<file path="src/rtl/design_mux_pkg.sv">
// Shared types and constants for the pad-ring design multiplexer and its switch sequencer.
package design_mux_pkg;

    localparam int DESIGN_ID_W = 4;

    localparam logic [DESIGN_ID_W-1:0] DESIGN_NONE     = 4'd0;
    localparam logic [DESIGN_ID_W-1:0] DESIGN_Z80      = 4'd1;
    localparam logic [DESIGN_ID_W-1:0] DESIGN_SCRAPCPU = 4'd2;
    localparam logic [DESIGN_ID_W-1:0] DESIGN_VLIW     = 4'd3;
    localparam logic [DESIGN_ID_W-1:0] DESIGN_M6502    = 4'd4;
    localparam logic [DESIGN_ID_W-1:0] DESIGN_AS1802   = 4'd5;
    localparam logic [DESIGN_ID_W-1:0] DESIGN_I8X305   = 4'd6;

    typedef enum logic [2:0] {
        SEQ_IDLE    = 3'd0,
        SEQ_ISOLATE = 3'd1,
        SEQ_SWITCH  = 3'd2,
        SEQ_HOLD    = 3'd3,
        SEQ_RELEASE = 3'd4
    } seq_state_t;

    // Counter width able to hold max_count-1; never narrower than one bit.
    function automatic int counter_width(input int max_count);
        return (max_count > 2) ? $clog2(max_count) : 1;
    endfunction

endpackage

</file>
<file path="src/rtl/seq_down_counter.sv">
// Loadable down-counter with zero flag; saturates at zero instead of wrapping.
module seq_down_counter #(
    parameter int WIDTH = 4
) (
    input  logic             i_clk,
    input  logic             i_rst,
    input  logic             i_load,
    input  logic [WIDTH-1:0] i_load_val,
    input  logic             i_dec,
    output logic             o_zero
);

    logic [WIDTH-1:0] r_count;

    // NOTE: sequential state is written with non-blocking assignments only.
    always_ff @(posedge i_clk or posedge i_rst) begin
        if (i_rst) begin
            r_count <= '0;
        end else if (i_load) begin
            r_count <= i_load_val;
        end else if (i_dec && (r_count != '0)) begin
            r_count <= r_count - 1'b1;
        end
    end

    assign o_zero = (r_count == '0);

endmodule

</file>
<file path="src/rtl/design_switch_sequencer.sv">
// Safe hand-over of the shared pad ring: reset, isolate, switch, hold, release.
// Optional watchdog auto-restart of the active design is built when SEQ_WATCHDOG_EN is defined.
module design_switch_sequencer
    import design_mux_pkg::*;
#(
    parameter int NUM_DESIGNS     = 7,
    parameter int GUARD_CYCLES    = 16,
    parameter int RST_HOLD_CYCLES = 64,
    parameter int WDT_CYCLES      = 65535
) (
    input  logic                   wb_clk_i,
    input  logic                   wb_rst_i,
    input  logic                   req_valid,
    input  logic [DESIGN_ID_W-1:0] req_design,
    output logic                   req_ready,
    output logic                   req_err,
    input  logic                   wdt_kick,
    output logic [DESIGN_ID_W-1:0] design_select,
    output logic                   rst_force,
    output logic                   pad_iso,
    output logic                   done,
    output logic [2:0]             seq_state
);

    localparam int TMR_MAX = (GUARD_CYCLES > RST_HOLD_CYCLES) ? GUARD_CYCLES : RST_HOLD_CYCLES;
    localparam int TMR_W   = counter_width(TMR_MAX);
    localparam logic [TMR_W-1:0]       GUARD_LOAD = TMR_W'(GUARD_CYCLES - 1);
    localparam logic [TMR_W-1:0]       HOLD_LOAD  = TMR_W'(RST_HOLD_CYCLES - 1);
    localparam logic [DESIGN_ID_W:0]   ID_LIMIT   = (DESIGN_ID_W + 1)'(NUM_DESIGNS);

    seq_state_t             r_state;
    seq_state_t             w_state_next;
    logic [DESIGN_ID_W-1:0] r_design_select;
    logic [DESIGN_ID_W-1:0] r_pending;
    logic                   r_rst_force;
    logic                   r_pad_iso;
    logic                   r_done;
    logic                   r_req_err;

    logic                   w_req_in_range;
    logic                   w_accept;
    logic [DESIGN_ID_W-1:0] w_accept_id;
    logic                   w_req_err_next;
    logic                   w_iso_next;
    logic                   w_tmr_load;
    logic [TMR_W-1:0]       w_tmr_load_val;
    logic                   w_tmr_dec;
    logic                   w_tmr_zero;
    logic                   w_wdt_fire;

    assign w_req_in_range = ({1'b0, req_design} < ID_LIMIT);

    seq_down_counter #(.WIDTH(TMR_W)) u_phase_timer (
        .i_clk      (wb_clk_i),
        .i_rst      (wb_rst_i),
        .i_load     (w_tmr_load),
        .i_load_val (w_tmr_load_val),
        .i_dec      (w_tmr_dec),
        .o_zero     (w_tmr_zero)
    );

`ifdef SEQ_WATCHDOG_EN
    localparam int WDT_W = counter_width(WDT_CYCLES);
    localparam logic [WDT_W-1:0] WDT_LOAD = WDT_W'(WDT_CYCLES - 1);

    logic w_wdt_run;
    logic w_wdt_zero;

    // Counts only while a real design sits idle; any kick or leaving IDLE reloads it.
    assign w_wdt_run = (r_state == SEQ_IDLE) && (r_design_select != DESIGN_NONE);

    seq_down_counter #(.WIDTH(WDT_W)) u_watchdog (
        .i_clk      (wb_clk_i),
        .i_rst      (wb_rst_i),
        .i_load     (!w_wdt_run || wdt_kick),
        .i_load_val (WDT_LOAD),
        .i_dec      (w_wdt_run),
        .o_zero     (w_wdt_zero)
    );

    assign w_wdt_fire = w_wdt_run && w_wdt_zero && !wdt_kick;
`else
    logic w_unused_wdt;

    assign w_wdt_fire   = 1'b0;
    assign w_unused_wdt = wdt_kick | (WDT_CYCLES == 0);
`endif

    // NOTE: every signal gets a default first so no path can infer a latch.
    always_comb begin
        w_state_next   = r_state;
        w_accept       = 1'b0;
        w_accept_id    = r_pending;
        w_req_err_next = 1'b0;
        w_tmr_load     = 1'b0;
        w_tmr_load_val = GUARD_LOAD;
        w_tmr_dec      = 1'b0;

        unique case (r_state)
            SEQ_IDLE: begin
                if (req_valid && w_req_in_range) begin
                    w_accept     = 1'b1;
                    w_accept_id  = req_design;
                    w_tmr_load   = 1'b1;
                    w_state_next = SEQ_ISOLATE;
                end else if (req_valid) begin
                    w_req_err_next = 1'b1;
                end else if (w_wdt_fire) begin
                    w_accept     = 1'b1;
                    w_accept_id  = r_design_select;
                    w_tmr_load   = 1'b1;
                    w_state_next = SEQ_ISOLATE;
                end
            end
            SEQ_ISOLATE: begin
                w_tmr_dec = 1'b1;
                if (w_tmr_zero) w_state_next = SEQ_SWITCH;
            end
            SEQ_SWITCH: begin
                w_tmr_load     = 1'b1;
                w_tmr_load_val = HOLD_LOAD;
                w_state_next   = SEQ_HOLD;
            end
            SEQ_HOLD: begin
                w_tmr_dec = 1'b1;
                if (w_tmr_zero) w_state_next = SEQ_RELEASE;
            end
            SEQ_RELEASE: begin
                w_state_next = SEQ_IDLE;
            end
            default: begin
                w_state_next = SEQ_IDLE;
            end
        endcase
    end

    assign w_iso_next = (w_state_next == SEQ_ISOLATE) ||
                        (w_state_next == SEQ_SWITCH)  ||
                        (w_state_next == SEQ_HOLD);

    always_ff @(posedge wb_clk_i or posedge wb_rst_i) begin
        if (wb_rst_i) begin
            r_state         <= SEQ_IDLE;
            r_design_select <= DESIGN_NONE;
            r_pending       <= DESIGN_NONE;
            r_rst_force     <= 1'b0;
            r_pad_iso       <= 1'b0;
            r_done          <= 1'b0;
            r_req_err       <= 1'b0;
        end else begin
            r_state     <= w_state_next;
            r_rst_force <= w_iso_next;
            r_pad_iso   <= w_iso_next;
            r_done      <= (r_state == SEQ_RELEASE);
            r_req_err   <= w_req_err_next;
            if (w_accept) r_pending <= w_accept_id;
            // The select only moves mid-sequence, so the pads are always isolated when it does.
            if (r_state == SEQ_SWITCH) r_design_select <= r_pending;
        end
    end

    assign req_ready     = (r_state == SEQ_IDLE);
    assign req_err       = r_req_err;
    assign design_select = r_design_select;
    assign rst_force     = r_rst_force;
    assign pad_iso       = r_pad_iso;
    assign done          = r_done;
    assign seq_state     = r_state;

endmodule

</file>
<file path="config.mk">
export PLATFORM = sky130hd
export DESIGN_NAME = design_switch_sequencer
export DESIGN_NICKNAME = d
export VERILOG_FILES = /design/src/rtl/design_mux_pkg.sv /design/src/rtl/seq_down_counter.sv /design/src/rtl/design_switch_sequencer.sv
export SDC_FILE = /design/constraint.sdc
export NUM_CORES = 1
export LEC_CHECK = 0
export ABC_AREA = 1
export CAP_MARGIN = 10
export CORE_MARGIN = 3
export CORE_UTILIZATION = 53
export CTS_CLUSTER_DIAMETER = 50
export DETAILED_ROUTE_END_ITERATION = 10
export GPL_TIMING_DRIVEN = 0
export PLACE_DENSITY = 0.82
export SYNTH_ARGS = -nofsm -noshare
export SYNTH_HDL_FRONTEND = slang
export SYNTH_SLANG_ARGS = --single-unit
</file>
<file path="constraint.sdc">
create_clock -name wb_clk_i -period 3.1 [get_ports wb_clk_i]
set_clock_uncertainty 0.15 [all_clocks]
set_input_delay 0.31 -clock wb_clk_i [delete_from_list [all_inputs] [get_ports wb_clk_i]]
set_output_delay 0.31 -clock wb_clk_i [all_outputs]
set_load 0.01 [all_outputs]
</file>
==> flow_metrics.tcl, run 1 <==
set metrics [dict create \
    pwr-share-seq 0.615 \
    clk_latency_ps 290 \
    ys_types 23 \
    internal-power_uw 339 \
    rsz0062_at_grt "no" \
    drc 0 \
    num_io_pins 20 \
    swShare 0.200 \
    stdcell_count 155 \
    syn_area_sq_um 972 \
    power_switching_uw 84.9 \
    critPathKind "reg -> out" \
    start_kind "register" \
    timing.critical_path.fanout_max 5 \
    dr.pass1.iters 4 \
    drt_iter0_drc 29 \
    arrival_ps 1570 \
    die_w_um 48.8 \
    worstMarginPinSlew_ps 749 \
    synth_compound_area_frac 0.0785 \
    synth_top_family_by_area "simple AND/OR/NAND/NOR gates" \
    hold_violations 0 \
    synth_fa_ha_area_frac 0.0257 \
    numCtsBuffers 3 \
    yosys.area.top_type "dfrtp_1" \
    viasPerCell 4.97 \
    cts_root_buf "clkbuf_4" \
    finalMaxSlewViolations 0 \
    grt_pass1_wl_um 3060 \
    rows 14 \
    mostFrequentLayoutCells "nand2_1, dfrtp_1, clkdlybuf4s50_1, inv_1, o21ai_0" \
    nFillCells 131 \
    wire_per_inst_um 11.7 \
    vdd_drop_max_mv 0.214 \
    cts_setup_buffers 0 \
    synth.yosys.seq_area_share 0.515 \
    antenna_left 0 \
    synth_area_leaders "dfrtp_1, nand2_1, o21ai_0" \
    ff2ff_path_depth 7 \
    diodes 0 \
    powerDensity_nw_per_um2 348 \
    met3WireLength_um 88 \
    vias 771 \
    met1_length_um 799 \
    fin_crit_sh 0.654 \
    hpwl_um 1400 \
    start_util 0.603 \
    port_buffers 18 \
    cts_tree "done" \
    worst_setup_path_end_kind "output port" \
    synth_area_per_cell_sq_um 8.92 \
    numClockSinks 20 \
    cts_buffer_depth 2 \
    cts_hold_buf 0 \
    syn_inst 109 \
    drive_gt1_frac 0.137 \
    synth.area.mux_share 0 \
    fmax_mhz 493 \
    outcome "completed" \
    met2WireLength_um 927 \
    final_area_sq_um 1220 \
    utilization 0.756 \
    core_area_sq_um 1610 \
    ys_ff_latch 20 \
    setup_tns_ps 0 \
    cts_resized 0 \
    hold_path_class "in -> async" \
    grt_pass1_vias 708 \
    path_clk_slew_ps 110 \
    p_clk_frac 0.348 \
    highest_layer "met4" \
    required_ps 2640 \
    p_leak_uw 0.000597 \
    place_area_sq_um 1180 \
    synthXorXnorAreaFrac 0.00901 \
    power_uw 424 \
    wirelength_um 1820 \
    nets 142 \
    grt-ovfl-total 0 \
    grt_start_max_net_pins 21 \
    grt_use_total 0.162 \
    combPwrFrac 0.037 \
    syn_nets 119 \
    fin_crit_ps 2030 \
    syn2layout_area_growth_pct 25.4 \
    place.gp.congestion 0.845 \
    synth-simple-area-share 0.293 \
    synth_top_area_share 0.515 \
    drv_cap 0 \
    setup_viol 0 \
    dpl.cell_count 151 \
    layout_commonest_cell "nand2_1" \
    ys_warn_count 0 \
    slew_headroom 0.500 \
    die_h_um 48.8 \
    die_area_sq_um 2380 \
    htreeDepth 1 \
    antenna_found_initial 0 \
]
## layout make-up
cell class | instances | area (sq um) | area share
multi-input cells | 70 | 395 | 0.324
clock buffers | 4 | 36.3 | 0.0298
well taps | 24 | 30.0 | 0.0246
inverters | 17 | 63.8 | 0.0524
repair buffers | 18 | 180 | 0.148
flip-flops and latches | 20 | 500 | 0.411
plain buffers | 2 | 12.5 | 0.0103
## sequential cells by signal, indices dropped and copies added (netlist names)
| signal | flops |
|---|---|
| done | 1 |
| req_err | 1 |
| pad_iso | 1 |
| u_phase_timer.r_count | 6 |
| seq_state | 3 |
| design_select | 4 |
| r_pending | 4 |
## path summary, 6_finish.rpt
kind / slack [ps] / from / to
min in group wb_clk_i: 350 / r_pending[3] / r_pending[3]
worst min-delay path: 280 / wb_rst_i / design_select[3]
worst max-delay path: 1070 / seq_state[2] / req_ready
worst min register to register: 350 / r_pending[3] / r_pending[3]
max in group asynchronous: 2040 / wb_rst_i / pad_iso
worst max register to register: 1430 / u_phase_timer.r_count[0] / u_phase_timer.r_count[0]
## per-stage QoR
step                hold slack (ps)  setup slack (ps)
floorplan                       124              1660
global placement                317              1320
detailed placement              329              1290
CTS                             296              1050
global route                    312               980
finish                          281              1070
## power by group through the flow
stage | combinational (uW) | clock (uW) | sequential (uW)
6_report | 15.8 | 148 | 261
4_1_cts | 16.2 | 153 | 261
3_3_place_gp | 16.1 | 0 | 266
3_5_place_dp | 16.1 | 0 | 266
2_1_floorplan | 6.18 | 0 | 266
5_1_grt | 17.5 | 169 | 261
## cell families after synthesis
| family | after synthesis |
|---|---|
| buffers and inverters | 19 |
| AOI/OAI and AO/OA | 15 |
| DFF | 20 |
| and+or+nand+nor | 52 |
| xor gates and xnor gates | 1 |
| adders and majority gates | 2 |
## worst max-delay path, cell delays in order (launching register included)
cell	delay [ps]
dfrtp_1	460
nor2_4	170
nand2_1	80
inv_1	50
clkdlybuf4s50_1	520
## synthesized netlist by cell type
| library cell | n |
|---|---|
| nand2_4 | 1 |
| nor2_8 | 2 |
| a21oi_1 | 3 |
| xor2_1 | 1 |
| a31oi_1 | 1 |
| ha_1 | 2 |
| nand2_2 | 2 |
| inv_1 | 13 |
| nand3_1 | 5 |
| nor4_1 | 1 |
| o21ai_1 | 1 |
| nand3_4 | 1 |
| buf_4 | 1 |
| nand3b_1 | 2 |
| dfrtp_1 | 20 |
| o21ai_0 | 10 |
| nor2_4 | 1 |
| nor2_2 | 1 |
| nand4_1 | 2 |
| buf_2 | 1 |
| inv_2 | 4 |
| nand2_1 | 28 |
| nor2_1 | 6 |
## metal layers
layer / vias to the layer above / GRT usage
met4: 0 / 0.0427
li1: 385 / -
met3: 4 / 0.0306
met5: - / 0
met1: 353 / 0.202
met2: 29 / 0.285
Note: power is estimated with default switching activity, not from simulation.
==> run 2, diff against run 1 <==
--- a/config.mk
+++ b/config.mk
@@ -8,11 +8,11 @@
 export ABC_AREA = 1
 export CAP_MARGIN = 10
 export CORE_MARGIN = 3
-export CORE_UTILIZATION = 53
+export CORE_UTILIZATION = 44
 export CTS_CLUSTER_DIAMETER = 50
 export DETAILED_ROUTE_END_ITERATION = 10
 export GPL_TIMING_DRIVEN = 0
-export PLACE_DENSITY = 0.82
+export PLACE_DENSITY = 0.73
 export SYNTH_ARGS = -nofsm -noshare
 export SYNTH_HDL_FRONTEND = slang
 export SYNTH_SLANG_ARGS = --single-unit
==> constraint.sdc (replaced) <==
create_clock -name wb_clk_i -period 1.7 [get_ports wb_clk_i]
set_clock_uncertainty 0.15 [all_clocks]
set_input_delay 0.17 -clock wb_clk_i [delete_from_list [all_inputs] [get_ports wb_clk_i]]
set_output_delay 0.17 -clock wb_clk_i [all_outputs]
set_load 0.01 [all_outputs]
==> run 2 against run 1 <==
  * Non-clock buffer count grew 5
  * Combinational power grew 82%
  * Largest power group unchanged
  * Sequential cell count is the same
  * Cell count grew 4.5%
  * Die area grew 18%
  * Sequential power grew 82%
  * Clock power grew 47%
  * Final area grew 3.2%
==> flow_metrics.tcl, run 2 (same netlist as run 1, synthesis figures left out) <==
set metrics [dict create \
    start_util 0.481 \
    num_io_pins 20 \
    numCtsBuffers 3 \
    powerDensity_nw_per_um2 574 \
    viasPerCell 4.77 \
    start_kind "register" \
    crit_family "buffers and inverters" \
    met3WireLength_um 67 \
    worstMarginPinSlew_ps 729 \
    final_area_sq_um 1260 \
    utilization 0.622 \
    antenna_left 0 \
    arrival_ps 1310 \
    die_h_um 53.0 \
    die_w_um 53.0 \
    critPathSlowestCell "clkdlybuf4s50_1" \
    drv_cap 0 \
    cts_tree "done" \
    slew_headroom 0.514 \
    setup_viol 0 \
    drive_gt1_frac 0.185 \
    worst_setup_path_end_kind "output port" \
    p_leak_uw 0.000658 \
    nets 147 \
    fmax_mhz 612 \
    hpwl_um 1330 \
    fin_crit_ps 1630 \
    core_area_sq_um 2020 \
    wire_per_inst_um 11.4 \
    place_area_sq_um 1190 \
    path_cells "buf_4, clkdlybuf4s50_1" \
    hold_path_class "in -> async" \
    cts_buffer_depth 2 \
    cts_hold_buf 0 \
    rows 16 \
    ff2ff_path_depth 7 \
    required_ps 1380 \
    max_stage_delay_ps 470 \
    rsz0062_at_grt "no" \
    drc 0 \
    clk_latency_ps 300 \
    grt_pass1_wl_um 3120 \
    r2r-end "u_phase_timer.r_count[0]" \
    grt_pass1_vias 722 \
    highest_layer "met4" \
    grt_start_max_net_pins 21 \
    layout_commonest_cell "nand2_1" \
    finalMaxSlewViolations 0 \
    syn2layout_area_growth_pct 29.3 \
    fin_crit_sh 0.962 \
    met2WireLength_um 872 \
    setup_tns_ps 0 \
    path_clk_slew_ps 100 \
    grt-ovfl-total 0 \
    hold_violations 0 \
    regMostFlops "u_phase_timer.r_count" \
    vdd_drop_max_mv 0.425 \
    largest_reg_flops 6 \
    timing.critical_path.fanout_max 3 \
    critPathKind "reg -> out" \
    antenna_found_initial 0 \
    grt_use_total 0.156 \
    crit_buf_inv 2 \
    dr.pass1.iters 4 \
    numClockSinks 20 \
    place.gp.congestion 0.832 \
    htreeDepth 1 \
    outcome "completed" \
    port_buffers 18 \
    drt_iter0_drc 14 \
    mostFrequentLayoutCells "nand2_1, dfrtp_1, clkdlybuf4s50_1, inv_1, o21ai_0" \
    r2r_start "u_phase_timer.r_count[0]" \
    diodes 0 \
    die_area_sq_um 2810 \
    met1_length_um 859 \
    cts_root_buf "clkbuf_4" \
    rrSetupSlack_ps 130 \
    wirelength_um 1840 \
    power_uw 721 \
    vias 772 \
]
[run 2: what timing repair did]
item,in CTS,in global routing
setup buffers,4,1
gates resized for setup,3,4
setup endpoints to repair,2,6
pin swaps,1,2
[run 2: worst max path at each step]
| stage | startpoint | end | cells after the start |
|---|---|---|---|
| final | seq_state[0] | seq_state[0] | 2 |
| after global routing | seq_state[0] | seq_state[0] | 2 |
| after CTS | seq_state[0] | seq_state[0] | 2 |
| after detailed placement | req_design[1] | u_phase_timer.r_count[1] | 6 |
| after global placement | req_design[1] | pad_iso | 8 |
| after floorplan | u_phase_timer.r_count[0] | u_phase_timer.r_count[0] | 7 |
[run 2: per-stage QoR]
step           cells  hold WS (ps)  worst slack [ps]
4_1_cts          161           167              5.83
6_report         162           135              65.2
3_3_place_gp     154           316              53.8
3_5_place_dp     154           330              33.9
2_1_floorplan    109         -16.2               258
5_1_grt          162           226              19.1
[run 2: final cells by class]
class | count | area, sq um
Buffer | 2 | 12.5
Clock buffer | 3 | 22.5
Fill cell | 171 | 764
Inverter | 17 | 63.8
Multi-Input combinational cell | 70 | 400
Sequential cell | 20 | 503
Tap cell | 27 | 33.8
Timing Repair Buffer | 23 | 221
[run 2: report_power, final]
group | switching, uW | leakage (uW) | internal (uW)
Clock | 134 | 0.0000138 | 82.6
Sequential | 0 | 0.000232 | 475
Combinational | 15.7 | 0.000413 | 13.1
[run 2: layer usage]
layer	up-vias	GRT usage
li1	398	-
met1	356	0.202
met2	13	0.240
met3	5	0.0310
met4	0	0.0894
met5	-	0
